<file path="config.mk">
export PLATFORM = sky130hd
export DESIGN_NAME = h14tx_period_scheduler
export DESIGN_NICKNAME = d
export VERILOG_FILES = /design/src/rtl/h14tx_period_scheduler.sv
export SDC_FILE = /design/constraint.sdc
export NUM_CORES = 1
export LEC_CHECK = 0
export ABC_AREA = 1
export CAP_MARGIN = 0
export CORE_UTILIZATION = 59
export CTS_CLUSTER_SIZE = 10
export DETAILED_ROUTE_END_ITERATION = 8
export PLACE_DENSITY_LB_ADDON = 0.12
export SLEW_MARGIN = 15
export SYNTH_ARGS = -nofsm -noshare
export SYNTH_HDL_FRONTEND = slang
export SYNTH_SLANG_ARGS = --single-unit
</file>
<file path="constraint.sdc">
create_clock -name clk -period 1.3 [get_ports clk]
set_input_delay 0.26 -clock clk [delete_from_list [all_inputs] [get_ports clk]]
set_output_delay 0.26 -clock clk [all_outputs]
set_load 0.005 [all_outputs]
</file>
<file path="src/rtl/h14tx_period_scheduler.sv">
// HDMI 1.4 TX period sequencer: delays the pixel stream DELAY clocks and schedules control, video
// preamble/guard band/video and, with H14TX_SCHED_ISLAND_EN defined, data island periods.
module h14tx_period_scheduler #(
    parameter int DELAY    = 60,
    parameter int CTRL_MIN = 4
) (
    input  logic        clk,
    input  logic        rst_n,
    input  logic        de_in,
    input  logic        hsync_in,
    input  logic        vsync_in,
    input  logic [23:0] video_in,
    input  logic        island_req,
    output logic        island_ack,
    output logic [4:0]  island_idx,
    output logic [2:0]  mode,
    output logic [3:0]  ctl,
    output logic        hsync_out,
    output logic        vsync_out,
    output logic [23:0] video_out,
    output logic        enc_enable,
    output logic        timing_err
);
    typedef enum logic [2:0] {
        S_CTRL, S_VPRE, S_VGB, S_VIDEO, S_IPRE, S_IGBL, S_ISL, S_IGBT
    } state_t;

    localparam logic [3:0] CMIN = 4'(CTRL_MIN);

    logic [DELAY-1:0]       de_q, de_d;
    logic [DELAY-1:0][25:0] dat_q, dat_d;
    state_t                 state_q, state_d;
    logic [3:0]             cnt_q, cnt_d, ctrl_q, ctrl_d, ctl_q, ctl_d;
    logic [4:0]             idx_q, idx_d;
    logic                   ack_q, ack_d, enc_q, enc_d, err_q, err_d;
    logic                   ahead_1, vid_edge;

    // de_q[DELAY-1-k] is the de value that reaches the output k cycles from now.
    assign ahead_1  = de_q[DELAY-2];
    // Rising edge 11 cycles out: 8 preamble + 2 guard cycles then land exactly on the first pixel.
    assign vid_edge = de_q[DELAY-12] & ~de_q[DELAY-11];

`ifdef H14TX_SCHED_ISLAND_EN
    logic quiet;
    assign quiet = ~|de_q[DELAY-1 -: 58];
`else
    logic unused_dvi;
    assign unused_dvi = ^{island_req, de_q[DELAY-1]};
`endif

    always_comb begin
        de_d    = {de_q[DELAY-2:0], de_in};
        dat_d   = {dat_q[DELAY-2:0], {hsync_in, vsync_in, video_in}};
        state_d = state_q;
        cnt_d   = cnt_q;
        idx_d   = idx_q;
        ack_d   = 1'b0;
        err_d   = err_q | (vid_edge & (state_q != S_CTRL));
        case (state_q)
            S_CTRL: begin
                if (ahead_1)       state_d = S_VIDEO;
                else if (vid_edge) state_d = S_VPRE;
                else if (ack_q)    state_d = S_IPRE;
`ifdef H14TX_SCHED_ISLAND_EN
                else if (island_req && ctrl_q >= CMIN && quiet) ack_d = 1'b1;
`endif
            end
            S_VPRE: begin
                cnt_d = cnt_q + 4'd1;
                if (cnt_q == 4'd7) begin
                    cnt_d   = '0;
                    state_d = S_VGB;
                end
            end
            S_VGB: begin
                cnt_d = cnt_q + 4'd1;
                if (cnt_q == 4'd1) begin
                    cnt_d   = '0;
                    state_d = ahead_1 ? S_VIDEO : S_CTRL;
                end
            end
            S_VIDEO: if (!ahead_1) state_d = S_CTRL;
`ifdef H14TX_SCHED_ISLAND_EN
            S_IPRE: begin
                cnt_d = cnt_q + 4'd1;
                if (cnt_q == 4'd7) begin
                    cnt_d   = '0;
                    state_d = S_IGBL;
                end
            end
            S_IGBL: begin
                cnt_d = cnt_q + 4'd1;
                if (cnt_q == 4'd1) begin
                    cnt_d   = '0;
                    state_d = S_ISL;
                end
            end
            S_ISL: begin
                idx_d = idx_q + 5'd1;
                if (idx_q == 5'd31) state_d = S_IGBT;
            end
            S_IGBT: begin
                cnt_d = cnt_q + 4'd1;
                if (cnt_q == 4'd1) begin
                    cnt_d   = '0;
                    state_d = S_CTRL;
                end
            end
`endif
            default: begin
                cnt_d   = '0;
                state_d = S_CTRL;
            end
        endcase
        ctrl_d = '0;
        if (state_q == S_CTRL && state_d == S_CTRL)
            ctrl_d = (ctrl_q == 4'hF) ? ctrl_q : ctrl_q + 4'd1;
        case (state_d)
            S_VPRE:  ctl_d = 4'b0001;
            S_IPRE:  ctl_d = 4'b0101;
            default: ctl_d = 4'b0000;
        endcase
        enc_d = (state_d == S_VIDEO);
    end

    always_ff @(posedge clk or negedge rst_n) begin
        if (!rst_n) begin
            de_q    <= '0;
            dat_q   <= '0;
            state_q <= S_CTRL;
            cnt_q   <= '0;
            ctrl_q  <= CMIN;
            ctl_q   <= '0;
            idx_q   <= '0;
            ack_q   <= 1'b0;
            enc_q   <= 1'b0;
            err_q   <= 1'b0;
        end else begin
            de_q    <= de_d;
            dat_q   <= dat_d;
            state_q <= state_d;
            cnt_q   <= cnt_d;
            ctrl_q  <= ctrl_d;
            ctl_q   <= ctl_d;
            idx_q   <= idx_d;
            ack_q   <= ack_d;
            enc_q   <= enc_d;
            err_q   <= err_d;
        end
    end

    assign mode       = state_q;
    assign ctl        = ctl_q;
    assign enc_enable = enc_q;
    assign island_ack = ack_q;
    assign island_idx = idx_q;
    assign timing_err = err_q;
    assign hsync_out  = dat_q[DELAY-1][25];
    assign vsync_out  = dat_q[DELAY-1][24];
    assign video_out  = dat_q[DELAY-1][23:0];
endmodule

</file>
## Yosys cells after proc, flatten, opt, wreduce, memory -nomap -nowiden

Cells that the tools add are included.

- Register bits after elaboration: 1632
- Input port bits: 30
- Output and inout port bits: 41

- $add $sub $neg: 1
- Equality and inequality tests: 8
- Multiplexer cells: 11
- Bitwise operators: 4
- Reduce and logical (&&, ||, !) cells: 3

Operators by type and width:

| cell | number |
|---|---|
| 2-to-1 mux 3 bit | 5 |
| one-hot mux 3 bit (4 select lines) | 1 |
| one-hot mux 4 bit (3 select lines) | 1 |
| == test 3 x 2 -> 1 bit (second input constant) | 3 |
| 2-to-1 mux 4 bit | 2 |
| == test 3 x 1 -> 1 bit (second input constant) | 2 |
| one-hot mux 3 bit (2 select lines) | 1 |
| adder 4 x 1 -> 4 bit (second input constant) | 1 |
| == test 4 x 1 -> 1 bit (second input constant) | 1 |
| == test 4 x 3 -> 1 bit (second input constant) | 1 |
| == test 3 bit (second input constant) | 1 |
| zero test 3 bit | 1 |
| nonzero test 3 bit | 1 |
| bitwise AND 1 bit | 2 |
| 2-to-1 mux 2 bit | 1 |
| OR reduction 2 bit | 1 |
| NOT 1 bit | 1 |
| OR 1 bit | 1 |

## Depth between registers and ports, before layout

Gate-level depths: netlist (run 1).

- Depth in word-level cells: 7
- Gate-level depth with buffers: 8
- Mapped depth without buffers: 8

## Worst setup path before layout (run 1)

OpenSTA, ideal clock, no wires.

- Kind: reg-to-reg
- Start: reg cnt_q[0]
- End: reg ctl_q[0], in the netlist ctl[0]
- Setup time: 0.118 ns
- Data arrival time: 1.066 ns
- Data required time: 1.182 ns
- Slack: 0.116 ns
- Cell stages (with the launch flop): 9
- Buffers on the path: 0
- Cells stage by stage: dfrtp_1 ha_1 nand2_1 inv_1 nand2_1 nand2_1 nand3_1 nor2_2 nor2_1

- Cells in the longest elaborated chain, start to end: 5
- Elaborated cells on any way between the ends: 8

Ends and longest elaborated chain:

| element | RTL line | RTL |
|---|---|---|
| from (decl) | 33 | `logic [3:0] cnt_q, cnt_d, ctrl_q, ctrl_d, ctl_q, ctl_d;` |
| from (signal assigned) | 142 | `cnt_q <= cnt_d;` |
| == test 4 x 1 -> 1 bit / == test 4 x 3 -> 1 bit (equally long branches) | 77, 70 |  |
| 2-to-1 mux 3 bit, on equally long branches | 77, 70 |  |
| one-hot mux 3 bit (4 select lines) * | 59 | `case (state_q)` |
| == test 3 bit / == test 3 x 1 -> 1 bit (equally long branches) | 118 | `case (state_d)` |
| one-hot mux 3 bit (2 select lines) * | 118 |  |
| named net ctl_d[0] | 33 |  |
| to (signal assigned) | 144 | `ctl_q <= ctl_d;` |
| to (decl) | 33 |  |

The timed path passes the listed nets; every way through them passes the cells marked *.
A chain may end at the register's enable or synchronous reset.

## Final worst setup path (run 1)

- Start: reg cnt_q[0]
- End: reg enc_q, in the netlist enc_enable

- Cells in the longest elaborated chain, start to end: 4
- Elaborated cells on any way between the ends: 6

Ends and longest elaborated chain:

| element | RTL line | RTL |
|---|---|---|
| == test 4 x 1 -> 1 bit / == test 4 x 3 -> 1 bit (equally long branches) | 77, 70 |  |
| 2-to-1 mux 3 bit, on equally long branches | 77, 70 |  |
| one-hot mux 3 bit (4 select lines) * | 59 |  |
| == test 3 x 2 -> 1 bit * | 123 | `enc_d = (state_d == S_VIDEO);` |
| named net enc_d | 35 | `logic ack_q, ack_d, enc_q, enc_d, err_q, err_d;` |
| to (signal assigned) | 147 | `enc_q <= enc_d;` |
| to (decl) | 35 |  |

Marks and branches as above.

==> results of run 1 <==
[layout make-up]
class                      count  area [µm²]
clock buffer                 188        4693
clock inverter                 9       120.1
fill                        3602       19850
inverter                       9       36.28
multi-input combinational     62       420.4
sequential                  1630       40790
tap                          931        1165
timing repair buffer         169        1752
[layout by cell type (no fill, tap or decap), drive strengths merged]
cell type,netlist,routed
clkdlybuf4s50,0,27
nand4,3,3
o21ai,3,3
ha,2,2
and2,1,1
nand3,8,8
clkbuf,0,188
xor2,1,1
dfrtp,1630,1630
clkinv,0,4
a21oi,1,1
inv,9,14
nor3,2,2
dlygate4sd3,0,28
nand2,20,20
o21bai,1,1
buf,9,114
nor2,10,10
conb,1,10
[layer usage]
metal / vias to the layer above / track usage, %
met5: - / 0
met4: 0 / 7.502
met3: 126 / 4.205
met2: 292 / 34.70
met1: 8115 / 29.72
li1: 5890 / -
[stage by stage]
step | hold WS (ns) | std cells
2_1_floorplan | -0.03559 | 1710
3_3_place_gp | 0.1532 | 2763
3_5_place_dp | 0.1489 | 2763
4_1_cts | 0.03755 | 2996
5_1_grt | 0.06440 | 2998
6_report | 0.09141 | 2998
[critical path, cell delays in order, from the launching register on]
cell and delay, ns:
dfrtp_1 0.41, ha_2 0.23, nand2_2 0.08, inv_2 0.10, nand2_4 0.07, nand2_4 0.09
nand3_4 0.11, nor2_4 0.19, nor2_2 0.09
[worst paths after layout]
kind / startpoint / to / slack (ns) / depth (start not counted)
max in group asynchronous: rst_n / dat_d[1316]$_DFF_PN0_ / 0.25 / 3
worst min register to register: dat_d[1243]$_DFF_PN0_ / dat_d[1269]$_DFF_PN0_ / 0.31 / 0
worst max-delay path: cnt_q[0]$_DFFE_PN0N_ / enc_enable$_DFF_PN0_ / -0.20 / 8
worst max register to register: cnt_q[0]$_DFFE_PN0N_ / enc_enable$_DFF_PN0_ / -0.20 / 8
min in group clk: dat_d[1243]$_DFF_PN0_ / dat_d[1269]$_DFF_PN0_ / 0.31 / 0
worst min-delay path: rst_n / dat_d[1350]$_DFF_PN0_ / 0.09 / 2
[power breakdown]
part	leakage (nW)	switching, mW	total (mW)	internal [mW]
combinational	1.15	1.13	1.56	0.427
clock	2.37	18.8	44.2	25.3
sequential	19.6	0.819	53.7	52.9
total	23.2	20.8	99.4	78.6
[what timing repair did]
item | CTS | global route
setup endpoints to repair | 40 | 41
hold buffers | 28 | 0
resized for setup | 157 | 3
buffers inserted | 8 | 2
hold endpoints to repair | 1579 | 0
pin swaps | 10 | 3
[sequential cells by signal, summed over array words and instances, names as in the netlist]
register    cells
mode            3
timing_err      1
cnt_q           4
vsync_out       1
dat_d        1534
ctl             2
hsync_out       1
video_out      24
de_q           59
enc_enable      1
[cell families after synthesis]
family          share of synthesized area, %
flops                                  99.04
simple gates                          0.5134
buf+inv                               0.2552
compound gates                        0.1033
fa+ha+maj                            0.06075
xor+xnor                             0.02127
other cells                         0.009105
==> results.py, run 1 <==
metrics = {
    "clock_tree": {
        "clock-sinks": 1630,
        "cts_buffer_depth": 3,
        "root_buffer": "clkbuf_16",
        "htree_levels": 4,
        "cts_tree": "done",
        "cts_buffers": 181,
        "clk_pin_slew_ns": 0.06,
        "insertion_delay_ns": 0.75,
    },
    "detailed_routing": {
        "wl_per_cell_um": 22.49,
        "firstDrtPassIters": 4,
        "wl_met1_um": 27620,
        "drt_wl_total_um": 67430,
        "top_layer": "met4",
        "vias": 14420,
        "antenna_left": 0,
        "first_iter_violations": 921,
        "dr_wl_met3_um": 2423,
        "drc": 0,
        "dr_wl_met2_um": 35800,
        "via_per_inst": 4.811,
    },
    "place": {
        "post-place-ws_ns": -0.1311,
        "gp_congestion": 0.6749,
        "numPortBuffers": 61,
        "placed_area_mm2": 0.04385,
        "dp_hpwl_um": 22120,
    },
    "finish": {
        "stdcell_area_mm2": 0.04898,
        "syn_to_final_growth_pct": 18.91,
        "final_net_count": 2085,
        "finish.utilization_pct": 71.16,
        "num_antenna_cells": 0,
        "final_layout_size_suffix_gt1_share_pct": 16.55,
    },
    "sta": {
        "fin_skew_ns": 0.04537,
        "period_share_pct": 115.7,
        "finalSetupViolCount": 41,
        "worst_slew_pin_slew_ns": 0.6628,
        "slew_violations": 0,
        "tns_ns": -5.899,
        "rsz0062_at_grt": "true",
        "max-slew-margin-rel_pct": 55.82,
        "setup_ws_ns": -0.2040,
        "hold_viol": 0,
        "period_needed_ns": 1.504,
        "fmax_mhz": 664.9,
    },
    "die": {
        "ioPinCount": 71,
        "die_w_um": 266.2,
        "start_util_pct": 59.84,
        "rows": 96,
        "die_y_um": 266.2,
        "core_area_mm2": 0.06883,
        "die-area_mm2": 0.07087,
    },
    "worst_setup_path": {
        "cp-end-kind": "flop",
        "required_ns": 1.89,
        "crit_arrival_ns": 2.10,
        "start_kind": "flop",
        "criticalPathCategory": "reg2reg",
        "path_max_fanout": 3,
    },
    "yosys": {
        "synth.most_common_cell": "dfrtp_1",
        "synth.area.top_cells": "dfrtp_1 (99%), nand2_1 (0.16%), buf_4 (0.15%)",
        "synthFlopType": "dfrtp_1",
        "yosysTopAreaCellShare_pct": 99.04,
        "synth_top_cell_by_area": "dfrtp_1",
        "async_reset_ff_share_pct": 100.0,
        "synthCells": 1701,
        "synth_edf_count": 0,
        "ys_seq_area_share_pct": 99.04,
        "yosys_warnings": 0,
        "synth_top_cells_by_count": "dfrtp_1 (1630), nand2_1 (18)",
        "synth_area_mm2": 0.04119,
        "syn_avg_cell_area_um2": 24.21,
        "synth_seq_cells": 1630,
        "yosys.cell_types.count": 20,
    },
    "global_route": {
        "overflow": 0,
        "grt_pass1_wl_um": 111100,
        "grt_pass1_vias": 18100,
        "antenna_found_initial": 3,
        "grt_usage_pct": 21.39,
        "grt_max_degree": 100,
    },
    "worst_hold_path": {
        "min_path_type": "in2async",
    },
    "power": {
        "p_leak_nw": 23.16,
        "peakVddDrop_v": 0.001767,
        "total_power_mw": 99.44,
        "powerDensity_mw_per_mm2": 2030,
    },
    "flow_run": {
        "drv_cap": 0,
    },
    "status": {
        "violations": "setup timing",
        "outcome": "finished with violations",
    },
}
Power figures use the tool's default switching activity.
==> inputs of run 2 (changes only) <==
--- a/config.mk
+++ b/config.mk
@@ -10,6 +10,7 @@
 export CORE_UTILIZATION = 59
 export CTS_CLUSTER_SIZE = 10
 export DETAILED_ROUTE_END_ITERATION = 8
+export HOLD_SLACK_MARGIN = 0.08
 export PLACE_DENSITY_LB_ADDON = 0.12
 export SLEW_MARGIN = 15
 export SYNTH_ARGS = -nofsm -noshare
==> run 2 against run 1 <==
- total power about the same
- flip-flop and latch count unchanged
- fmax fell by 0.79%
- the flow still finishes with violations (setup timing)
- worst setup slack worse by 0.012 ns
- critical endpoint unchanged
- first-iteration DRC count decreased by 2.2%
==> results.py, run 2 (synthesized netlist as in run 1, its figures left out) <==
metrics = {
    "die": {
        "die_w_um": 266.2,
        "core_area_mm2": 0.06883,
        "die-area_mm2": 0.07087,
        "start_util_pct": 59.84,
        "die_y_um": 266.2,
        "ioPinCount": 71,
        "rows": 96,
    },
    "place": {
        "placed_cells": 2763,
        "dp_hpwl_um": 22120,
        "placed_area_mm2": 0.04385,
        "numPortBuffers": 61,
        "gp_congestion": 0.6749,
    },
    "global_route": {
        "grt_pass1_wl_um": 111300,
        "overflow": 0,
        "grt_max_degree": 100,
        "grt_pass1_vias": 18120,
        "grt_usage_pct": 21.44,
        "antenna_found_initial": 3,
    },
    "finish": {
        "largest_reg_flops": 1534,
        "finish.utilization_pct": 71.17,
        "final_layout_size_suffix_gt1_share_pct": 16.44,
        "final_net_count": 2086,
        "syn_to_final_growth_pct": 18.94,
        "stdcell_count": 2999,
        "num_antenna_cells": 0,
        "final_cell_mix": "dfrtp_1 (1630), clkbuf_16 (187), buf_4 (45)",
        "final_common_cell": "dfrtp_1",
        "stdcell_area_mm2": 0.04898,
    },
    "power": {
        "p_leak_nw": 23.17,
        "intPower_mw": 78.65,
        "peakVddDrop_v": 0.001767,
        "seq_power_share_pct": 54.0,
        "combinationalPowerShare_pct": 1.6,
        "p_switching_mw": 20.78,
        "p_clk_share_pct": 44.4,
        "powerDensity_mw_per_mm2": 2030,
        "p_sw_share_pct": 20.90,
    },
    "detailed_routing": {
        "via_per_inst": 4.817,
        "wl_per_cell_um": 22.63,
        "first_iter_violations": 901,
        "drc": 0,
        "antenna_left": 0,
        "firstDrtPassIters": 4,
        "drt_wl_total_um": 67870,
        "vias": 14450,
    },
    "worst_setup_path": {
        "required_ns": 1.89,
        "crit_end": "enc_enable$_DFF_PN0_",
        "crit_arrival_ns": 2.11,
        "r2r-start": "mode[1]$_DFF_PN0_",
        "r2r-end": "enc_enable$_DFF_PN0_",
        "max_stage_delay_ns": 0.37,
        "reg2reg_depth": 7,
        "criticalPathCategory": "reg2reg",
        "cp-end-kind": "flop",
        "start_kind": "flop",
        "slowest_stage": "dfrtp_1",
        "startpoint": "mode[1]$_DFF_PN0_",
        "worstPathCellList": "buf_4, buf_6, buf_12, nand4_1, nand3_4, nor2_4, nor2_2",
        "path_max_fanout": 3,
        "rrSetupSlack_ns": -0.22,
    },
    "clock_tree": {
        "clock-sinks": 1630,
        "cts_buffers": 181,
        "htree_levels": 4,
        "cts_tree": "done",
        "clk_pin_slew_ns": 0.05,
        "root_buffer": "clkbuf_16",
        "cts_buffer_depth": 3,
        "insertion_delay_ns": 0.76,
    },
    "sta": {
        "hold_viol": 0,
        "period_needed_ns": 1.516,
        "finalSetupViolCount": 41,
        "worst_slew_pin_slew_ns": 0.6633,
        "setup_ws_ns": -0.2160,
        "max-slew-margin-rel_pct": 55.78,
        "fin_skew_ns": 0.04570,
        "fmax_mhz": 659.6,
        "rsz0062_at_grt": "true",
        "period_share_pct": 116.6,
        "slew_violations": 0,
    },
    "status": {
        "violations": "setup timing",
        "outcome": "finished with violations",
    },
    "flow_run": {
        "drv_cap": 0,
    },
    "worst_hold_path": {
        "min_path_type": "in2async",
    },
}
run 2: changes by cell type in the layout (fill, tap and decap cells not counted), sizes merged:
cell / before / now
buf: 114 / 113
dlygate4sd3: 28 / 30
run 2: layout make-up:
type	count	area (µm²)
clock buffers	188	4693
clock inverters	9	120.1
fillers	3601	19840
inverters	9	36.28
multi-input cells	62	416.7
flip-flops and latches	1630	40790
well taps	931	1165
repair buffers	170	1764
run 2: worst max-delay path, delay by kind of cell (launching register included):
kind / cells / cell delay [ns]
buffers and inverters: 3 / 0.39
and+or+nand+nor: 4 / 0.63
DFF: 1 / 0.37
run 2: worst min path at each step:
stage	to	cells after the start	startpoint
after floorplan	cnt_q[0]$_DFFE_PN0N_	0	rst_n
after global placement	dat_d[1471]$_DFF_PN0_	1	rst_n
after detailed placement	dat_d[1471]$_DFF_PN0_	1	rst_n
after CTS	dat_d[1400]$_DFF_PN0_	3	rst_n
after global routing	dat_d[1400]$_DFF_PN0_	3	rst_n
final	dat_d[1493]$_DFF_PN0_	3	rst_n
run 2: power groups by stage:
stage	logic [mW]	registers (mW)	clock network [mW]
4_1_cts	1.64	53.8	45.4
3_3_place_gp	1.37	54.2	0
5_1_grt	1.82	53.9	47.5
6_report	1.57	53.7	44.1
3_5_place_dp	1.46	54.4	0
2_1_floorplan	0.0558	54.1	0
run 2: per-layer routing:
layer | vias to the layer above | wire [µm] | global-route usage [%]
li1 | 5890 | - | -
met1 | 8121 | 27910 | 29.75
met2 | 300 | 36100 | 34.85
met3 | 135 | 2183 | 4.205
met4 | 0 | 1669 | 7.502
met5 | - | 0 | 0
run 2: timing repair:
item / in CTS / in global routing
pin swaps: 10 / 2
setup buffers: 8 / 1
gates resized for setup: 157 / 2
hold buffers: 29 / 2
setup endpoints to repair: 40 / 48
hold endpoints to repair: 1657 / 5
run 2: metrics by stage:
stage               hold slack (ns)  power (mW)  worst slack, ns  TNS, ns
floorplan                  -0.03559       54.18           0.1156        0
global placement             0.1532       55.61          0.07347        0
detailed placement           0.1489       55.85          -0.1311  -0.5270
CTS                          0.2658       100.8          -0.2479   -7.674
global route                 0.2940       103.3          -0.2573   -8.266
finish                       0.3024       99.43          -0.2160   -6.043
==> patch: new RTL, settings of run 1 <==
Change the parameter `DELAY` from 60 to 30.
--- a/src/rtl/h14tx_period_scheduler.sv
+++ b/src/rtl/h14tx_period_scheduler.sv
@@ -1,7 +1,7 @@
 // HDMI 1.4 TX period sequencer: delays the pixel stream DELAY clocks and schedules control, video
 // preamble/guard band/video and, with H14TX_SCHED_ISLAND_EN defined, data island periods.
 module h14tx_period_scheduler #(
-    parameter int DELAY    = 60,
+    parameter int DELAY    = 30,
     parameter int CTRL_MIN = 4
 ) (
     input  logic        clk,
Formal check against the unedited RTL: no difference found for any inputs over 10 cycles, from zero or initial values and one cycle with rst_n low; that may be too few to reach the edited logic, so the function may still have changed.
==> patch against run 1 <==
The flow now stops in clock tree synthesis (4_1_cts); synthesized area down 49%.
==> patch: results (changes against run 1) <==
Outcome
  • Status: did not finish
  • Error Message: [ERROR DPL-0033] detailed placement checks failed during check placement.
  • Failing step: clock tree synthesis (4_1_cts)

Yosys
  • Yosys Warn Count: 0 (unchanged)
  • Commonest cells post-synth: 820 x dfrtp_1, 18 x nand2_1
  • Register bit total from synthesis: 820 (-50%)
  • Seq/Total Area, Yosys: 98.1% (-0.93 points)
  • Most frequent cell after synthesis: dfrtp_1
  • Cells taking the most area after synthesis: dfrtp_1 98%, nand2_1 0.32%, buf_4 0.29%, nand3_1 0.19%, inv_1 0.14%
  • Synth cell types: 20 (unchanged)
  • Fraction of registers with async set/reset: 100% (unchanged)

Clocking
  • Post-CTS Hold Fix Bufs: 1 (-96%)
  • Postcts setup bufs: 8 (unchanged)
  • CTS max path bufs: 3 (unchanged)
  • CTS Buf Count: 92 (-49%)
  • H-Tree Depth: 3 (-1)
  • CTS Root Cell: clkbuf_16
  • Post-CTS Resized: 147 (-6.4%)

Placement
  • Placed wire-length estimate: 11.3 mm (-49%)
  • Routability cong.: 0.658 (-2.5%)
  • Port bufs: 61 (unchanged)
patch: cell types whose count changed after synthesis:
cell and change:
dfrtp_1 -810
patch: kinds of logic after synthesis:
family                   synth area share (%)
AND/OR/NAND/NOR                          1.01
flip-flops                               98.1
XOR/XNOR                               0.0419
buffers and inverters                   0.502
AO/OA/AOI/OAI                           0.203
adder cells (fa/ha/maj)                 0.120
other                                  0.0179
patch: through the flow:
| stage | setup WS [ns] | instances | cell area [sq um] | util (%) | hold slack (ns) |
|---|---|---|---|---|---|
| 2_1_floorplan | 0.116 | 900 | 21000 | - | -0.0356 |
| 3_5_place_dp | 0.0158 | 1450 | 22600 | 65.0 | 0.135 |
| 3_3_place_gp | 0.102 | 1450 | 22600 | 65.0 | 0.134 |
